<file path="src/rtl/simd_issue_sequencer.sv">
// simd_issue_sequencer
// Single-issue sequencer between the decoder and the SIMD register file and
// execution units. One instruction is in flight at a time: register reads,
// one execution unit start, a latency dwell, then writeback.
//
// state | meaning
// ------+---------------------------------------------------------------
// IDLE  | waiting for a decoded instruction; instr_ready may be high
// READ  | register-file read strobes are out (one cycle)
// EXEC  | unit started on first cycle; dwell of the unit's latency
// WB    | writeback strobe is out, retire count bumps on completion
//
// All outputs except instr_ready are registered. A strobe register is
// loaded at the enabled edge that enters the state owning that strobe,
// so each strobe fires once per instruction no matter how long enable
// stays low. A low enable clears the strobes and freezes the state,
// the latency counter and the captured fields.

module simd_issue_sequencer #(
   parameter int unsigned ADD_LAT    = 1,
   parameter int unsigned SUB_LAT    = 1,
   parameter int unsigned BITREV_LAT = 1,
   parameter int unsigned MUL_LAT    = 3
) (
   input  logic        clk_i,
   input  logic        rst_i,
   input  logic        enable_i,
   input  logic        instr_valid_i,
   output logic        instr_ready_o,
   input  logic        add_en_i,
   input  logic        sub_en_i,
   input  logic        mul_en_i,
   input  logic        bitrev_en_i,
   input  logic        rs1_rd_en_i,
   input  logic        rs2_rd_en_i,
   input  logic        rd_wr_en_i,
   input  logic [4:0]  rs1_i,
   input  logic [4:0]  rs2_i,
   input  logic [4:0]  rd_i,
   output logic        rf_rs1_rd_en_o,
   output logic        rf_rs2_rd_en_o,
   output logic [4:0]  rf_rs1_addr_o,
   output logic [4:0]  rf_rs2_addr_o,
   output logic [3:0]  exec_start_o,
   output logic        rf_wr_en_o,
   output logic [4:0]  rf_wr_addr_o,
   output logic        busy_o,
   output logic        err_illegal_o,
   output logic [15:0] retired_cnt_o
);

   typedef enum logic [1:0] {
      S_IDLE = 2'd0,
      S_READ = 2'd1,
      S_EXEC = 2'd2,
      S_WB   = 2'd3
   } state_t;

   state_t      state_q;
   logic [3:0]  cnt_q;
   logic [3:0]  op_q;
   logic        rd_wr_en_q;
   logic [4:0]  rd_q;

   logic        rf_rs1_rd_en_q;
   logic        rf_rs2_rd_en_q;
   logic [4:0]  rf_rs1_addr_q;
   logic [4:0]  rf_rs2_addr_q;
   logic [3:0]  exec_start_q;
   logic        rf_wr_en_q;
   logic [4:0]  rf_wr_addr_q;
   logic        busy_q;
   logic        err_illegal_q;
   logic [15:0] retired_cnt_q;

   // op select packed in exec_start bit order {mul, bitrev, sub, add}
   logic [3:0]  op_vec_d;
   logic [2:0]  op_cnt_d;
   logic        op_legal_d;
   logic        op_nop_d;
   logic [3:0]  lat_d;

   // Classify the instruction on the decoder bus: legal, NOP or illegal.
   always_comb begin
      op_vec_d   = {mul_en_i, bitrev_en_i, sub_en_i, add_en_i};
      op_cnt_d   = {2'b00, op_vec_d[0]} + {2'b00, op_vec_d[1]}
                 + {2'b00, op_vec_d[2]} + {2'b00, op_vec_d[3]};
      op_legal_d = (op_cnt_d == 3'd1);
      op_nop_d   = (op_cnt_d == 3'd0) && !rd_wr_en_i;
   end

   // Latency of the captured op, loaded into the dwell counter on READ exit.
   always_comb begin
      lat_d = 4'd1;
      case (op_q)
         4'b0001: lat_d = 4'(ADD_LAT);
         4'b0010: lat_d = 4'(SUB_LAT);
         4'b0100: lat_d = 4'(BITREV_LAT);
         4'b1000: lat_d = 4'(MUL_LAT);
         default: lat_d = 4'd1;
      endcase
   end

   // Ready is the only combinational output: it must track enable and reset
   // in the same cycle so the PC never advances on a frozen or reset sequencer.
   assign instr_ready_o = (state_q == S_IDLE) && enable_i && !rst_i;

   // Sequencer FSM with registered strobes, addresses, busy and retire count.
   always_ff @(posedge clk_i) begin
      if (rst_i) begin
         state_q        <= S_IDLE;
         cnt_q          <= 4'd0;
         op_q           <= 4'd0;
         rd_wr_en_q     <= 1'b0;
         rd_q           <= 5'd0;
         rf_rs1_rd_en_q <= 1'b0;
         rf_rs2_rd_en_q <= 1'b0;
         rf_rs1_addr_q  <= 5'd0;
         rf_rs2_addr_q  <= 5'd0;
         exec_start_q   <= 4'd0;
         rf_wr_en_q     <= 1'b0;
         rf_wr_addr_q   <= 5'd0;
         busy_q         <= 1'b0;
         err_illegal_q  <= 1'b0;
         retired_cnt_q  <= 16'd0;
      end else begin
         rf_rs1_rd_en_q <= 1'b0;
         rf_rs2_rd_en_q <= 1'b0;
         exec_start_q   <= 4'd0;
         rf_wr_en_q     <= 1'b0;
         err_illegal_q  <= 1'b0;
         if (enable_i) begin
            case (state_q)
               S_IDLE: begin
                  if (instr_valid_i) begin
                     if (op_legal_d) begin
                        op_q           <= op_vec_d;
                        rd_wr_en_q     <= rd_wr_en_i;
                        rd_q           <= rd_i;
                        rf_rs1_rd_en_q <= rs1_rd_en_i;
                        rf_rs2_rd_en_q <= rs2_rd_en_i;
                        if (rs1_rd_en_i) begin
                           rf_rs1_addr_q <= rs1_i;
                        end
                        if (rs2_rd_en_i) begin
                           rf_rs2_addr_q <= rs2_i;
                        end
                        state_q <= S_READ;
                        busy_q  <= 1'b1;
                     end else if (!op_nop_d) begin
                        err_illegal_q <= 1'b1;
                     end
                  end
               end
               S_READ: begin
                  cnt_q        <= lat_d;
                  exec_start_q <= op_q;
                  state_q      <= S_EXEC;
               end
               S_EXEC: begin
                  if (cnt_q <= 4'd1) begin
                     rf_wr_en_q <= rd_wr_en_q;
                     if (rd_wr_en_q) begin
                        rf_wr_addr_q <= rd_q;
                     end
                     state_q <= S_WB;
                  end else begin
                     cnt_q <= cnt_q - 4'd1;
                  end
               end
               S_WB: begin
                  retired_cnt_q <= retired_cnt_q + 16'd1;
                  state_q       <= S_IDLE;
                  busy_q        <= 1'b0;
               end
               default: begin
                  state_q <= S_IDLE;
                  busy_q  <= 1'b0;
               end
            endcase
         end
      end
   end

   assign rf_rs1_rd_en_o = rf_rs1_rd_en_q;
   assign rf_rs2_rd_en_o = rf_rs2_rd_en_q;
   assign rf_rs1_addr_o  = rf_rs1_addr_q;
   assign rf_rs2_addr_o  = rf_rs2_addr_q;
   assign exec_start_o   = exec_start_q;
   assign rf_wr_en_o     = rf_wr_en_q;
   assign rf_wr_addr_o   = rf_wr_addr_q;
   assign busy_o         = busy_q;
   assign err_illegal_o  = err_illegal_q;
   assign retired_cnt_o  = retired_cnt_q;

endmodule

</file>
<file path="config.mk">
export PLATFORM = sky130hd
export DESIGN_NAME = simd_issue_sequencer
export DESIGN_NICKNAME = d
export VERILOG_FILES = /design/src/rtl/simd_issue_sequencer.sv
export SDC_FILE = /design/constraint.sdc
export NUM_CORES = 1
export LEC_CHECK = 0
export BUFFER_PORTS_ARGS = -buffer_cell sky130_fd_sc_hd__buf_2
export CAP_MARGIN = 20
export CELL_PAD_IN_SITES_DETAIL_PLACEMENT = 0
export CELL_PAD_IN_SITES_GLOBAL_PLACEMENT = 2
export CORE_UTILIZATION = 30
export CTS_CLUSTER_DIAMETER = 50
export DETAILED_ROUTE_END_ITERATION = 6
export PLACE_DENSITY_LB_ADDON = 0.1
export SLEW_MARGIN = 15
export SYNTH_ARGS = -nofsm -noshare
export SYNTH_HDL_FRONTEND = slang
export SYNTH_SLANG_ARGS = --single-unit
</file>
<file path="constraint.sdc">
create_clock -name clk_i -period 3.17 [get_ports clk_i]
set_input_delay 0.634 -clock clk_i [delete_from_list [all_inputs] [get_ports clk_i]]
set_output_delay 0.634 -clock clk_i [all_outputs]
set_load 0.01 [all_outputs]
</file>
# ---- Yosys cells after proc, flatten, opt, wreduce, memory -nomap -nowiden
# Cells that the tools add are included.
dict set report classes {
  add_sub_neg 5
  magnitude_cmp 1
  n_eq_ne 9
  muxes 11
  bitwise_logic 7
  reduce_logical 21
}
# operator count
set op_table {}
lappend op_table {{$add 16x1->16 const B} 1}
lappend op_table {{$reduce_and 4->1} 4}
lappend op_table {{$reduce_and 5->1} 2}
lappend op_table {{$reduce_or 5->1} 2}
lappend op_table {{$mux 2} 4}
lappend op_table {{$ne 2x2->1 const B} 4}
lappend op_table {{$pmux 2 s4} 1}
lappend op_table {{$pmux 4 s2} 1}
lappend op_table {{$not 1->1} 7}
lappend op_table {{$eq 2x2->1 const B} 2}
lappend op_table {{$eq 4x4->1 const B} 1}
lappend op_table {{$le 4x1->1 const B} 1}
lappend op_table {{$mux 4} 1}
lappend op_table {{$reduce_bool 2->1} 2}
lappend op_table {{$reduce_or 4->1} 1}
lappend op_table {{$sub 4x1->4 const B} 1}
lappend op_table {{$add 2x1->3} 1}
lappend op_table {{$add 3x1->3} 1}
lappend op_table {{$eq 3x1->1 const B} 1}
lappend op_table {{$logic_and 1x1->1} 3}
lappend op_table {{$logic_not 3->1} 1}
lappend op_table {{$mux 1} 3}
lappend op_table {{$reduce_and 3->1} 1}
lappend op_table {{$reduce_or 3->1} 1}
lappend op_table {{6 further kinds} 7}
dict set report word_totals {
  reg_bits 56
  in_bits 26
  word_cells 69
}

# ---- Depth between registers and ports, before layout
# Gate-level depths: netlist (run 1).
dict set report depth {
  word_depth 7
  mapped_depth 10
  mapped_depth_nobuf 9
}

# ---- Least setup slack after synthesis (run 1)
# OpenSTA, ideal clock, no wires.
dict set report synth_timing {
  kind {input-to-reg}
  startpoint {in add_en_i}
  endpoint {reg op_q[3]}
  arrival_time_ns 2.615
  required_time_ns 3.099
  path_slack_ns 0.485
  cell_stages 10
  cell_sequence {inv_1 > fa_1 > inv_1 > ha_1 > ha_1 > and4bb_2 > and2_1 > clkbuf_1 > nand2_1 > a21oi_1}
}
dict set report synth_via {
  elab_chain_len 5
}
# item line_no
set synth_lines {}
lappend synth_lines {{start, declared} 30} ;# input logic add_en_i,
lappend synth_lines {{$add 1x1->2} 86} ;# op_cnt_d = {2'b00, op_vec_d[0]} + {2'b00, op_vec_d[1]}
lappend synth_lines {{$add 2x1->3} 87} ;# + {2'b00, op_vec_d[2]} + {2'b00, op_vec_d[3]};
lappend synth_lines {{$add 3x1->3} 87}
lappend synth_lines {{$eq 3x1->1} 88} ;# op_legal_d = (op_cnt_d == 3'd1);
lappend synth_lines {{$reduce_and 4->1 (no line)} -}
lappend synth_lines {{end signal, assigned} 137} ;# op_q <= op_vec_d;
lappend synth_lines {{end, declared} 61} ;# logic [3:0] op_q;
# Every way passes these cells.
# A chain may end at the register's enable or synchronous reset.

# ---- Final worst setup path (run 1)
dict set report layout_timing {
  startpoint {in add_en_i}
  endpoint {reg state_q[0]}
}
dict set report layout_via {
  elab_chain_len 6
}
# item line_no
set layout_lines {}
lappend layout_lines {{$add 1x1->2} 86}
lappend layout_lines {{$add 2x1->3} 87}
lappend layout_lines {{$add 3x1->3} 87}
lappend layout_lines {{$eq 3x1->1} 88}
lappend layout_lines {{$ne 2x2->1 (no line)} -}
lappend layout_lines {{$reduce_and 4->1 (no line)} -}
lappend layout_lines {{end signal, assigned} 111} ;# state_q <= S_IDLE;
lappend layout_lines {{end signal, assigned} 148} ;# state_q <= S_READ;
lappend layout_lines {{end signal, assigned} 158} ;# state_q <= S_EXEC;
lappend layout_lines {{end, declared} 59} ;# state_t state_q;
# Every way passes these cells.

==> impl_summary.txt, run 1 <==
----------------------------------------------------
[Timing]
  Worst clock skew ... between 0.006 and 0.007 ns
  RSZ-0062 raised after global routing ... false
  Share of the clock period used by the worst path after layout ... 79.3%
  Number of pins with negative max-slew slack in the final report ... 0
  Actual transition at the worst max-transition pin ... 0.520 ns
  Minimum clock period after layout ... 2.51 ns
  Number of failing setup endpoints in the final timing report ... 0
  Setup TNS after final layout ... 0 ns
  Worst-case headroom to the max-slew limit ... 65.4%
  Achievable clock frequency ... 0.398 GHz
  Hold violation total from the final report ... 0

[Routing]
  Routed vias ... 2053
  Total iterations of the first detailed-routing run ... 4
  Via density ... 4.66
  Total DRC errors in the routed layout ... 0
  Detailed router's first-iteration violation count ... 60
  Number of antenna-violating nets in the routed design ... 0
  Aggregate routed wire length ... 5730 um
  Average wire length per cell after detail routing ... between 10 and 15 um

[Cells and area]
  Number of antenna diodes ... 0
  Ratio of cells with drive above 1 in the final layout ... 24.5%
  Net count, final ... 376
  Final-layout fill cell count ... approximately 830
  Area added between synthesis and finish ... 22.6%

[Critical path]
  Source of the worst register-to-register timing path ... state_q[1]$_SDFFE_PP0P_
  Crit path depth ... 10
  Setup crit start kind ... input pin
  Top Family by Delay on Critical Path ... adder cells
  Critical path's largest stage delay ... 0.53 ns
  Critical-path cell list ... buf_2, inv_1, fa_1, inv_1, ha_1, ha_1, and4bb_2, o21ai_1, or3_1, o211a_1
  Crit path capture type ... register
  Worst Reg2Reg Path Length in Cells ... 5
  Critical-path cell with the highest stage delay ... fa_1
  Data required time of the worst path ... 3.38 ns
  Critical path startpoint ... add_en_i
  WS Path Type ... input pin to register
  Worst Path Arrival ... between 2 and 3 ns
  Number of buffers and inverters on the critical path ... 3
  Top fanout value on the critical path ... 6

[Placement]
  Final GP Congestion ... between 0.7 and 0.8
  Hpwl dp ... 4120 um
  Port Buf Inserts ... 66

[Clocking]
  Post-cts hold buffer count ... 0
  Cell at the root of the clock tree ... clkbuf_8
  Number of buffers created by CTS ... 5
  Post-CTS setup buffer count ... 0
  Clock tree buffer depth ... 2
  Gates resized, CTS repair ... 0
  CTS tree ... yes
  Register clock-pin slew on the reported worst setup and hold paths ... 0.09 ns
  Clock latency on the worst-skew pair ... 0.31 ns
  Sinks on the clock net ... 56
  Number of H-tree branching levels ... 2

[Yosys]
  Area contributors post-synth ... dfxtp_1, nand2_1, a21oi_1
  Top cell type by total area after synthesis ... dfxtp_1
  Number of instances in the synthesized netlist ... 272
  Post-synth top area share ... between 40% and 50%
  Yosys cell types ... 44
  Sequential element share of the synthesized area ... 46.8%
  Synthesized area divided by synthesized cell count ... 8.80 um2
  Yosys synthesis warning count ... 0
  Mapped Area ... 2390 um2
  Synthesized Nets ... 309
  Number of register bits inferred by synthesis ... 56

[Worst hold path]
  WHS Path Cells ... 2
  Launch point of the worst hold path ... rf_rs1_addr_o[0]$_SDFFE_PP0P_
  Path class of the lowest-slack min-delay path ... register to register

[Floorplan]
  IO Count ... 67
  Area of the placeable core ... 7730 um2
  Die Y ... slightly above 90 um
  Initial cell density of the core ... 31.0%
  Row count ... 32
  Die Wd ... about 91 um
  Die Footprint ... 8340 um2

[Power]
  Power per cell area ... 432 nW/um2
  Static Leak ... 1.29 nW
  Overall power of the completed layout ... 1.27 mW
  Maximum vdd ir drop ... about 0.19 mV

[Status]
  Result of the run ... finished clean

[Global routing]
  Antenna violations before repair ... 0
  Vias in the first global route ... between 2000 and 2500
  Largest net degree at the start of global routing ... 48
  Total grt overflow ... 0
  Global-route wire length before repair ... 9740 um
  All-layer global routing usage ... 14.7%

[Job]
  Max-capacitance violation count ... 0

----------------------------------------------------
placed cells by master, fill, tap and decap left out, types with 2 or more instances in the layout:
| master | n |
|---|---|
| clkbuf_8 | 7 |
| nor4_1 | 2 |
| nor2_1 | 19 |
| o31ai_1 | 4 |
| buf_4 | 3 |
| xor2_1 | 7 |
| and2_1 | 4 |
| nor3_1 | 2 |
| ha_1 | 10 |
| dfxtp_1 | 56 |
| a21oi_1 | 29 |
| mux2i_1 | 6 |
| and4_1 | 2 |
| nand4_1 | 4 |
| xnor2_1 | 3 |
| or3_1 | 2 |
| and3_1 | 9 |
| inv_1 | 11 |
| nand3_1 | 19 |
| o21ai_0 | 3 |
| nand2_1 | 44 |
| buf_2 | 66 |
| or4_1 | 4 |
| nor2b_1 | 3 |
metal layers:
metal	vias to the layer above	wire length (um)	track usage [%]
li1	1073	-	-
met1	944	2900	20.0
met2	30	2520	22.5
met3	6	211	3.52
met4	0	85	5.16
met5	-	0	0
per-stage QoR:
stage                     hold WS (ns)  cells  setup slack (ns)  area, um2  utilization (%)
after global placement           0.440    434             0.354       2840             36.7
final                            0.455    441             0.656       2940             38.0
after floorplan                  0.432    272             0.485       2390                -
after global routing             0.476    441             0.529       2940             38.0
after detailed placement         0.446    434             0.334       2840             36.7
after CTS                        0.460    441             0.662       2940             38.0
power by group:
group	switching, mW	total (mW)	leakage [nW]	internal, mW
logic	0.0713	0.118	0.787	0.0470
clock network	0.229	0.424	0.0503	0.195
registers	0.00908	0.725	0.452	0.716
total	0.309	1.27	1.29	0.958
synthesized netlist by cell type, drive strengths merged:
master   instances
xor2             7
xnor2            3
and4             3
a31oi            1
o311a            1
and2             5
o211ai           1
a211oi           1
fa               1
nand4b           1
or2              1
and4bb           1
clkbuf           7
and3             9
a2bb2oi          1
inv             11
dfxtp           56
nor2            19
a311oi           1
or4b             1
ha              10
mux2i            6
o211a            1
nand3           21
or4              4
a21oi           29
nor4             2
nand2           45
buf              2
o31ai            4
nor3             2
nor2b            3
o31a             1
mux2             1
o21ai            4
or3              2
nand4            4
registers in the layout, indices dropped and copies added (netlist names):
name	count
busy_o	1
cnt_q	4
err_illegal_o	1
exec_start_o	4
op_q	4
rd_q	5
rd_wr_en_q	1
retired_cnt_o	16
rf_rs1_addr_o	5
rf_rs1_rd_en_o	1
rf_rs2_addr_o	5
rf_rs2_rd_en_o	1
rf_wr_addr_o	5
rf_wr_en_o	1
state_q	2
kinds of logic (layout without fill, tap and decap cells):
group / after synthesis / in the layout / synth area share [%]
and+or+nand+nor: 123 / 123 / 26.3
DFF: 56 / 56 / 46.8
AOI/OAI and AO/OA: 45 / 45 / 11.0
buffers and inverters: 20 / 87 / 3.19
adders and majority gates: 11 / 11 / 6.06
xor gates and xnor gates: 10 / 10 / 3.66
muxes: 7 / 7 / 2.98
tightest hold or removal path, stage by stage, from the launching register on:
cell and delay, ns:
dfxtp_1 0.32, nand2_1 0.05, a21oi_1 0.05
worst paths after layout:
| check | end | slack, ns |
|---|---|---|
| max | state_q[0]$_SDFFE_PP0P_ | 0.66 |
| max reg2reg | retired_cnt_o[15]$_SDFFE_PP0P_ | 1.30 |
| min | rf_rs1_addr_o[0]$_SDFFE_PP0P_ | 0.45 |
| min reg2reg | rf_rs1_addr_o[0]$_SDFFE_PP0P_ | 0.45 |
cell type report:
cell class                 instances  area, um2  area share (%)
sequential                        56       1120            38.2
tap                              102        128            4.35
clock buffer                       7       96.3            3.28
multi-input combinational        196       1200            40.8
inverter                          11       41.3            1.41
timing repair buffer              69        353            12.0
(Power assumes the default switching activity.)
==> run 2: changes to the inputs <==
--- a/config.mk
+++ b/config.mk
@@ -9,7 +9,7 @@
 export CAP_MARGIN = 20
 export CELL_PAD_IN_SITES_DETAIL_PLACEMENT = 0
 export CELL_PAD_IN_SITES_GLOBAL_PLACEMENT = 2
-export CORE_UTILIZATION = 30
+export CORE_UTILIZATION = 27
 export CTS_CLUSTER_DIAMETER = 50
 export DETAILED_ROUTE_END_ITERATION = 6
 export PLACE_DENSITY_LB_ADDON = 0.1
==> constraint.sdc (replaced) <==
create_clock -name clk_i -period 2.1 [get_ports clk_i]
set_input_delay 0.42 -clock clk_i [delete_from_list [all_inputs] [get_ports clk_i]]
set_output_delay 0.42 -clock clk_i [all_outputs]
set_load 0.01 [all_outputs]
==> impl_summary.txt, run 2 (synthesized netlist as in run 1, its figures left out) <==
----------------------------------------------------
[Cells and area]
  Area added between synthesis and finish ... 35.4% (was 22.6%)
  Final Instance Count excl. Fillers ... 457 (was 441)
  Most frequent cells in the layout ... buf_2, dfxtp_1, nand2_1 (unchanged)
  Ratio of cells with drive above 1 in the final layout ... 36.1% (was 24.5%)
  Number of antenna diodes ... 0 (unchanged)
  Final standard cell area without fillers ... 3240 um2 (was 2940 um2)
  Commonest non-fill, non-tap cell in the layout ... buf_2 (unchanged)
  Net count, final ... 388 (was 376)
  Max reg flops ... 16 (unchanged)

[Clocking]
  Sinks on the clock net ... 56 (unchanged)
  Clock tree buffer depth ... 2 (unchanged)
  Register clock-pin slew on the reported worst setup and hold paths ... 0.11 ns (was 0.09 ns)
  Cell at the root of the clock tree ... clkbuf_8 (unchanged)
  Number of H-tree branching levels ... 2 (unchanged)
  Post-cts hold buffer count ... 0 (unchanged)
  CTS tree ... yes (unchanged)
  Clock latency on the worst-skew pair ... 0.32 ns (was 0.31 ns)
  Number of buffers created by CTS ... 5 (unchanged)

[Routing]
  Highest metal layer used by the detailed router ... met4 (unchanged)
  Number of antenna-violating nets in the routed design ... 0 (unchanged)
  Met2 wirelength from detailed routing ... 2560 um (was 2520 um)
  Via density ... 4.65 (was 4.66)
  Aggregate routed wire length ... 6120 um (was 5730 um)
  Routed length on met1 ... 3170 um (was 2900 um)
  Total iterations of the first detailed-routing run ... 4 (unchanged)
  Average wire length per cell after detail routing ... 13.4 um (was 13.0 um)
  Detailed router's first-iteration violation count ... 69 (was 60)
  Wire length on met3 ... 330 um (was 211 um)
  Total DRC errors in the routed layout ... 0 (unchanged)
  Routed vias ... 2127 (was 2053)

[Timing]
  Achievable clock frequency ... 0.468 GHz
  Actual transition at the worst max-transition pin ... 0.607 ns (was 0.520 ns)
  Minimum clock period after layout ... 2.14 ns
  Number of pins with negative max-slew slack in the final report ... 0 (unchanged)
  RSZ-0062 raised after global routing ... true (was false)
  Share of the clock period used by the worst path after layout ... 102%
  Worst-case headroom to the max-slew limit ... 59.5% (was 65.4%)
  Hold violation total from the final report ... 0 (unchanged)
  Worst clock skew ... 0.0139 ns (was 0.00604 ns)
  Setup ws final ... -0.0355 ns (was 0.656 ns)
  Number of failing setup endpoints in the final timing report ... 10 (was 0)

[Critical path]
  Crit path capture type ... register (unchanged)
  Critical-path cell list ... buf_8, inv_8, fa_1, inv_1, ha_2, ha_4, and4bb_4, o21ai_2, or3_1, o211a_1 (was buf_2, inv_1, fa_1, inv_1, ha_1, ha_1, and4bb_2, o21ai_1, or3_1, o211a_1)
  Top Family by Delay on Critical Path ... adder cells (unchanged)
  Setup crit start kind ... input pin (unchanged)
  Critical-path cell with the highest stage delay ... fa_1 (unchanged)
  Critical path's largest stage delay ... 0.52 ns (was 0.53 ns)
  Data required time of the worst path ... 2.31 ns (was 3.38 ns)
  Number of buffers and inverters on the critical path ... 3 (unchanged)
  WS Path Type ... input pin to register (unchanged)
  Worst Path Arrival ... 2.34 ns (was 2.72 ns)
  Top fanout value on the critical path ... 6 (unchanged)

[Power]
  Static Leak ... 1.36 nW (was 1.29 nW)
  Net switching power figure ... 0.525 mW (was 0.309 mW)
  Clock Power Share ... 31.3% (was 33.5%)
  Maximum vdd ir drop ... 0.242 mV (was 0.194 mV)
  Internal portion of total power ... 1.43 mW (was 0.958 mW)
  Proportion of power drawn by flip-flops and latches ... 56.0% (was 57.2%)
  Overall power of the completed layout ... 1.95 mW (was 1.27 mW)
  Proportion of power drawn by combinational gates ... 12.6% (was 9.3%)
  Sw frac ... 26.9% (was 24.4%)
  Power per cell area ... 603 nW/um2 (was 432 nW/um2)

[Floorplan]
  Initial cell density of the core ... 28.6% (was 31.0%)
  Die Footprint ... 9250 um2 (was 8340 um2)
  Die Y ... 96.2 um (was 91.3 um)
  Row count ... 33 (was 32)
  IO Count ... 67 (unchanged)
  Area of the placeable core ... 8380 um2 (was 7730 um2)
  Die Wd ... 96.2 um (was 91.3 um)

[Placement]
  Hpwl dp ... 4360 um (was 4120 um)
  Port Buf Inserts ... 66 (unchanged)
  Placed Cells incl. Taps ... 447 (was 434)
  Placed cell areas ... 3030 um2 (was 2840 um2)
  Final GP Congestion ... 0.741 (was 0.725)

[Global routing]
  Vias in the first global route ... 1989 (was 2014)
  All-layer global routing usage ... 13.8% (was 14.7%)
  Total grt overflow ... 0 (unchanged)
  Antenna violations before repair ... 0 (unchanged)
  Largest net degree at the start of global routing ... 48 (unchanged)
  Global-route wire length before repair ... 9760 um (was 9740 um)

[Job]
  Max-capacitance violation count ... 0 (unchanged)

[Status]
  Result of the run ... finished, violations left (was finished clean)
  Violations in the final reports ... negative setup slack

[Worst hold path]
  Path class of the lowest-slack min-delay path ... input pin to register (was register to register)

----------------------------------------------------
[run 2: cell count changes in the layout (fill, tap and decap cells not counted), sizes merged]
cell / change
inv: +1
buf: +12
clkinv: +1
clkinvlp: +1
clkbuf: -2
[run 2: per-stage QoR]
step	hold WS (ns)	utilization [%]	worst slack [ns]	setup TNS [ns]
after global routing	0.335	38.7	-0.103	-1.57
after CTS	0.323	38.1	-0.0367	-0.223
after detailed placement	0.444	36.2	-0.470	-10.53
final	0.336	38.7	-0.0355	-0.167
after floorplan	0.431	-	-0.209	-3.00
after global placement	0.437	36.2	-0.441	-10.07
[run 2: worst paths after layout]
| check | start | end | slack (ns) | cells after the start |
|---|---|---|---|---|
| setup reg to reg | state_q[1]$_SDFFE_PP0P_ | retired_cnt_o[15]$_SDFFE_PP0P_ | 0.44 | 5 |
| hold reg to reg | rd_wr_en_q$_SDFFE_PP0P_ | rd_wr_en_q$_SDFFE_PP0P_ | 0.46 | 2 |
| setup / recovery | add_en_i | state_q[0]$_SDFFE_PP0P_ | -0.04 | 10 |
| hold / removal | rd_i[3] | rd_q[3]$_SDFFE_PP0P_ | 0.34 | 3 |
[run 2: area by class of cell]
cell class	count	area (um2)
fill	935	5140
multi-input combinational	196	1350
sequential	56	1120
timing repair buffer	81	497
tap	105	131
clock buffer	5	68.8
inverter	11	48.8
clock inverter	3	21.3
[run 2: routing by layer]
metal / vias to the layer above / GRT usage [%]
li1: 1105 / -
met1: 965 / 18.5
met2: 53 / 21.9
met3: 4 / 2.84
met4: 0 / 4.48
met5: - / 0
[run 2: worst min-delay path, stage by stage]
cell,delay [ns]
buf_2,0.10
nand2_1,0.05
a21oi_1,0.05
[run 2: power by group through the flow]
stage                     Clock [mW]  Sequential (mW)  Combinational, mW
after detailed placement           0             1.12              0.219
after CTS                      0.651             1.10              0.240
final                          0.613             1.09              0.247
after global routing           0.675             1.10              0.275
after global placement             0             1.12              0.219
after floorplan                    0             1.12              0.119
[run 2: timing repair]
action / CTS / global route
gates resized for setup: 14 / 11
pin swaps: 11 / 1
setup endpoints to repair: 24 / 25
setup buffers: 2 / 0
endpoints found under the hold margin: 0 / 0
